$ cat src/rtl/joy_debounce_pkg.sv
// Shared constants for the joystick debouncer: channel indices, joystick bit
// positions and default timing parameters.
package joy_debounce_pkg;

    localparam int NUM_CH = 17;

    localparam int CH_SW0  = 0;
    localparam int CH_SW1  = 1;
    localparam int CH_SW2  = 2;
    localparam int CH_SW3  = 3;
    localparam int CH_SW4  = 4;
    localparam int CH_SW5  = 5;
    localparam int CH_SW7  = 6;
    localparam int CH_SW8  = 7;
    localparam int CH_SW9  = 8;
    localparam int CH_SW10 = 9;
    localparam int CH_SW11 = 10;
    localparam int CH_SW12 = 11;
    localparam int CH_SW16 = 12;
    localparam int CH_KEY0 = 13;
    localparam int CH_KEY1 = 14;
    localparam int CH_KEY2 = 15;
    localparam int CH_KEY3 = 16;

    // KEY channels are active-low buttons and get inverted after synchronization
    localparam logic [NUM_CH-1:0] CH_ACTIVE_LOW = 17'h1E000;

    localparam int JOY_R     = 0;
    localparam int JOY_L     = 1;
    localparam int JOY_D     = 2;
    localparam int JOY_U     = 3;
    localparam int JOY_A     = 4;
    localparam int JOY_B     = 5;
    localparam int JOY_C     = 6;
    localparam int JOY_START = 7;

    localparam int DB_TICK_DEFAULT  = 50000;
    localparam int DB_COUNT_DEFAULT = 5;

endpackage

$ cat src/rtl/joy_debounce_bit.sv
// One debounced channel: 2-flop synchronizer, tick-driven stability counter
// and the accepted level.
module debounce_bit
    import joy_debounce_pkg::*;
#(
    parameter int DB_COUNT = DB_COUNT_DEFAULT
) (
    input  logic clk,
    input  logic reset,
    input  logic raw,
    input  logic tick,
    input  logic polarity,
    output logic level
);

    logic       sync_0;
    logic       sync_1;
    logic       synced;
    logic [3:0] stable_cnt;

    assign synced = sync_1 ^ polarity;

    // A new level is accepted only after DB_COUNT consecutive mismatching ticks
    always_ff @(posedge clk) begin
        if (reset) begin
            sync_0     <= 1'b0;
            sync_1     <= 1'b0;
            stable_cnt <= 4'd0;
            level      <= 1'b0;
        end else begin
            sync_0 <= raw;
            sync_1 <= sync_0;
            if (tick) begin
                if (synced == level) begin
                    stable_cnt <= 4'd0;
                end else if (stable_cnt == 4'(DB_COUNT - 1)) begin
                    level      <= ~level;
                    stable_cnt <= 4'd0;
                end else begin
                    stable_cnt <= stable_cnt + 4'd1;
                end
            end
        end
    end

endmodule

$ cat src/rtl/joy_debounce.sv
// Debounces the board switches and keys into two joystick words plus a user
// reset request, with a change pulse for any output update.
module joy_debounce
    import joy_debounce_pkg::*;
#(
    parameter int DB_TICK  = DB_TICK_DEFAULT,
    parameter int DB_COUNT = DB_COUNT_DEFAULT
) (
    input  logic        clk,
    input  logic        reset,
    input  logic [17:0] SW,
    input  logic [3:0]  KEY,
    output logic [31:0] joy_0,
    output logic [31:0] joy_1,
    output logic        reset_req,
    output logic        joy_chg
);

    localparam int TICK_W = $clog2(DB_TICK);

    logic [TICK_W-1:0] tick_cnt;
    logic              tick;
    logic [NUM_CH-1:0] raw_ch;
    logic [NUM_CH-1:0] level;
    logic [31:0]       next_0;
    logic [31:0]       next_1;
    logic              unused_sw;

    assign tick = (tick_cnt == TICK_W'(DB_TICK - 1));

    always_ff @(posedge clk) begin
        if (reset) begin
            tick_cnt <= '0;
        end else if (tick) begin
            tick_cnt <= '0;
        end else begin
            tick_cnt <= tick_cnt + TICK_W'(1);
        end
    end

    // Switches that are not wired to any function
    assign unused_sw = ^{SW[17], SW[15:13], SW[6]};

    always_comb begin
        raw_ch          = '0;
        raw_ch[CH_SW0]  = SW[0];
        raw_ch[CH_SW1]  = SW[1];
        raw_ch[CH_SW2]  = SW[2];
        raw_ch[CH_SW3]  = SW[3];
        raw_ch[CH_SW4]  = SW[4];
        raw_ch[CH_SW5]  = SW[5];
        raw_ch[CH_SW7]  = SW[7];
        raw_ch[CH_SW8]  = SW[8];
        raw_ch[CH_SW9]  = SW[9];
        raw_ch[CH_SW10] = SW[10];
        raw_ch[CH_SW11] = SW[11];
        raw_ch[CH_SW12] = SW[12];
        raw_ch[CH_SW16] = SW[16];
        raw_ch[CH_KEY0] = KEY[0];
        raw_ch[CH_KEY1] = KEY[1];
        raw_ch[CH_KEY2] = KEY[2];
        raw_ch[CH_KEY3] = KEY[3];
    end

    for (genvar i = 0; i < NUM_CH; i++) begin : g_ch
        debounce_bit #(
            .DB_COUNT (DB_COUNT)
        ) u_bit (
            .clk      (clk),
            .reset    (reset),
            .raw      (raw_ch[i]),
            .tick     (tick),
            .polarity (CH_ACTIVE_LOW[i]),
            .level    (level[i])
        );
    end

    always_comb begin
        next_0            = '0;
        next_0[JOY_R]     = level[CH_SW0];
        next_0[JOY_L]     = level[CH_SW3];
        next_0[JOY_D]     = level[CH_SW1];
        next_0[JOY_U]     = level[CH_SW2];
        next_0[JOY_A]     = level[CH_KEY2];
        next_0[JOY_B]     = level[CH_SW5];
        next_0[JOY_C]     = level[CH_SW4];
        next_0[JOY_START] = level[CH_KEY3];

        next_1            = '0;
        next_1[JOY_R]     = level[CH_SW7];
        next_1[JOY_L]     = level[CH_SW10];
        next_1[JOY_D]     = level[CH_SW8];
        next_1[JOY_U]     = level[CH_SW9];
        next_1[JOY_A]     = level[CH_KEY0];
        next_1[JOY_B]     = level[CH_SW12];
        next_1[JOY_C]     = level[CH_SW11];
        next_1[JOY_START] = level[CH_KEY1];
    end

    // joy_chg is registered alongside the words so it marks their update cycle
    always_ff @(posedge clk) begin
        if (reset) begin
            joy_0     <= '0;
            joy_1     <= '0;
            reset_req <= 1'b0;
            joy_chg   <= 1'b0;
        end else begin
            joy_0     <= next_0;
            joy_1     <= next_1;
            reset_req <= level[CH_SW16];
            joy_chg   <= (next_0 != joy_0) || (next_1 != joy_1) ||
                         (level[CH_SW16] != reset_req);
        end
    end

endmodule

$ cat config.mk
export PLATFORM = sky130hd
export DESIGN_NAME = joy_debounce
export DESIGN_NICKNAME = d
export VERILOG_FILES = /design/src/rtl/joy_debounce_pkg.sv /design/src/rtl/joy_debounce_bit.sv /design/src/rtl/joy_debounce.sv
export SDC_FILE = /design/constraint.sdc
export NUM_CORES = 1
export LEC_CHECK = 0
export BUFFER_PORTS_ARGS = -buffer_cell sky130_fd_sc_hd__buf_2
export CORE_MARGIN = 1.5
export CORE_UTILIZATION = 50
export CTS_CLUSTER_DIAMETER = 60
export DETAILED_ROUTE_END_ITERATION = 12
export PLACE_DENSITY = 0.78
export SYNTH_ARGS = -nofsm -noshare
export SYNTH_HDL_FRONTEND = slang
export SYNTH_SLANG_ARGS = --single-unit
$ cat constraint.sdc
create_clock -name clk -period 2 [get_ports clk]
set_input_delay 0.2 -clock clk [delete_from_list [all_inputs] [get_ports clk]]
set_output_delay 0.2 -clock clk [all_outputs]
set_load 0.01 [all_outputs]
==> qor.yml <==
finalSetupViolCount: 0
port_buffers: 36
cts_tree: "built"
finalHoldViolCount: 0
grt_pass1_wl_mm: 22.63
dpl.hpwl_mm: 8.665
path_clk_slew_ns: 0.06
postRouteWirelength_mm: 13.62
min_path_type: "input port to register"
worstPathRequired_ns: 2.33
viasPerCell: 5.161
criticalPathCategory: "register to register"
postCtsSetupBuffers: 0
start_kind: "register"
synth-seq-cells: 153
skew_ns: 0.007284
p_per_area_nw_per_um2: 860.9
cts-root-buf: "clkbuf_16"
cts_made_buffers: 17
area_delta_synth_final_pct: 13.89
synth_largest_area_cell: "dfxtp_1"
tns_ns: 0
post-route-util_pct: 58.53
grt_use_total_pct: 18.66
status: "finished clean"
post-route-period-util_pct: 91.10
min_period_ns: 1.822
r2r-start: "tick_cnt[0]"
leakage_nw: 3.177
ir_drop_mv: 0.6520
critPathLaunch: "tick_cnt[0]"
grt_pass1_vias: 5054
syn_avg_cell_area_sq_um: 8.636
grt_max_degree: 67
antennaDiodeCount: 0
drt_iter0_markers: 399
min_to: "g_ch[2].u_bit.sync_0"
yosysTopAreaCellShare_pct: 42.94
synth.distinct_cells: 38
synth_edf_count: 0
h-tree-depth: 4
cp-end-kind: "register"
dp_cells: 1018
final_max_slew_viol_count: 0
grt_setup_unrepaired: "false"
antenna_found_initial: 0
fmax_mhz: 548.9
final_common_cell: "dfxtp_1"
yosysWarnings: 0
dieArea_sq_um: 14990
synth_area_leaders: "dfxtp_1 (43%), ha_1 (6.1%), a21oi_1 (5.6%)"
min_delay_path_depth: 2
final_cell_mix: "dfxtp_1 (153), a21oi_1 (80), nand3_1 (71)"
fillCellCount: 1195
synth.yosys.seq_area_share_pct: 42.94
worst_pin_slew_ns: 0.5495
initial_utilization_pct: 51.39
die_x_um: 122.4
syn-instance-count: 826
ys.flop_type: "dfxtp_1"
globalplace.congestion: 0.8155
netlist_area_sq_um: 7133
placementRows: 43
r2r_cells: 5
regToRegSetupSlack_ns: 0.18
drive_gt1_share_pct: 9.556
drc: 0
final_antenna_net_count: 0
clock_insertion_delay_worst_skew_ns: 0.42
hold_start: "SW[2]"
ys_async_sr_fraction_pct: 0
final_net_count: 925
io_pins: 90
total_power_w: 0.006994
critPathArrivalTime_ns: 2.16
die_y_um: 122.4
core_area_sq_um: 13880
crit_fanout: 5
clock_sinks: 153
firstDrtPassIters: 5
wire_per_inst_um: 12.86
clk_path_buf_depth: 2
rr_endpoint: "g_ch[0].u_bit.stable_cnt[3]"
grt-ovfl-total: 0
fin_cells: 1059
slew_headroom_pct: 63.36
vias: 5466
cap_viol_max_count: 0
==> worst max-delay path: stages, from the launching register on <==
cell,delay [ns]
dfxtp_1,0.34
ha_1,0.21
and3_1,0.21
nand4_2,0.17
or4_4,0.57
o31ai_1,0.23
==> sequential cells by signal, indices dropped and copies added (netlist names) <==
register and cells:
g_ch.u_bit.level 17, g_ch.u_bit.stable_cnt 68, g_ch.u_bit.sync_0 17, g_ch.u_bit.sync_1 17, joy_0 8, joy_1 8, joy_chg 1, reset_req 1
tick_cnt 16
==> how the worst max path moves through the flow <==
stage,slack (ns),depth (start not counted),to
6_report,0.18,5,g_ch[0].u_bit.stable_cnt[3]
5_1_grt,0.008,5,g_ch[14].u_bit.stable_cnt[3]
4_1_cts,0.12,6,tick_cnt[5]
3_5_place_dp,0.14,6,tick_cnt[14]
3_3_place_gp,0.16,6,tick_cnt[6]
2_1_floorplan,0.23,6,g_ch[0].u_bit.stable_cnt[3]
==> repair_timing <==
item	CTS	global route
resized for setup	0	1
endpoints found under the hold margin	9	0
hold buffers	9	0
setup endpoints to repair	0	13
==> stage by stage <==
| step | area, sq um | setup WS, ns | hold WS, ns |
|---|---|---|---|
| after floorplan | 7310 | 0.2300 | 0.3282 |
| after global placement | 7345 | 0.1635 | 0.4084 |
| after detailed placement | 7345 | 0.1405 | 0.4164 |
| after CTS | 8122 | 0.1186 | 0.002027 |
| after global routing | 8124 | 0.007789 | 0.01478 |
| final | 8124 | 0.1780 | 0.01512 |
==> kinds of logic (layout without fill, tap and decap cells) <==
logic type	count (synthesis)	count (layout)	share of synthesized area [%]
other cells	1	48	0.05257
simple gates	313	313	25.03
flops	153	153	42.94
compound gates	144	144	10.47
xor+xnor	46	46	5.648
fa+ha+maj	35	35	6.139
buf+inv	134	140	9.718
==> layout make-up <==
cell class,count,area [sq um],share of cell area (%)
multi-input combinational,586,3557,43.79
sequential,153,3063,37.70
clock buffer,22,474.2,5.837
timing repair buffer,57,400.4,4.928
tap,180,225.2,2.772
clock inverter,10,212.7,2.618
inverter,51,191.4,2.356
==> per-layer routing <==
metal / global-route usage [%] / wire, um / vias up
met2: 31.49 / 6570 / 101
met3: 3.578 / 413 / 24
li1: - / - / 2792
met4: 8.648 / 333 / 0
met1: 22.97 / 6307 / 2549
met5: 0 / 0 / -
==> report_power, final <==
part / leakage, nW / total [W] / internal (W) / switching [W]
Sequential: 1.24 / 0.00310 / 0.00309 / 0.0000166
Clock: 0.327 / 0.00368 / 0.00245 / 0.00123
Combinational: 1.61 / 0.000212 / 0.0000740 / 0.000138
Total: 3.18 / 0.00699 / 0.00561 / 0.00139
==> Yosys cell counts (13+ instances only) <==
library cell / number
a21oi_1: 80
and3b_1: 17
buf_4: 48
clkbuf_1: 27
dfxtp_1: 153
ha_1: 35
inv_1: 51
nand2_1: 37
nand3_1: 71
nand3b_1: 13
nand4b_1: 15
nor2_1: 44
nor2b_1: 60
nor3_1: 22
o21ai_0: 52
xnor2_1: 33
xor2_1: 13
Note: power is estimated with default switching activity, not from simulation.
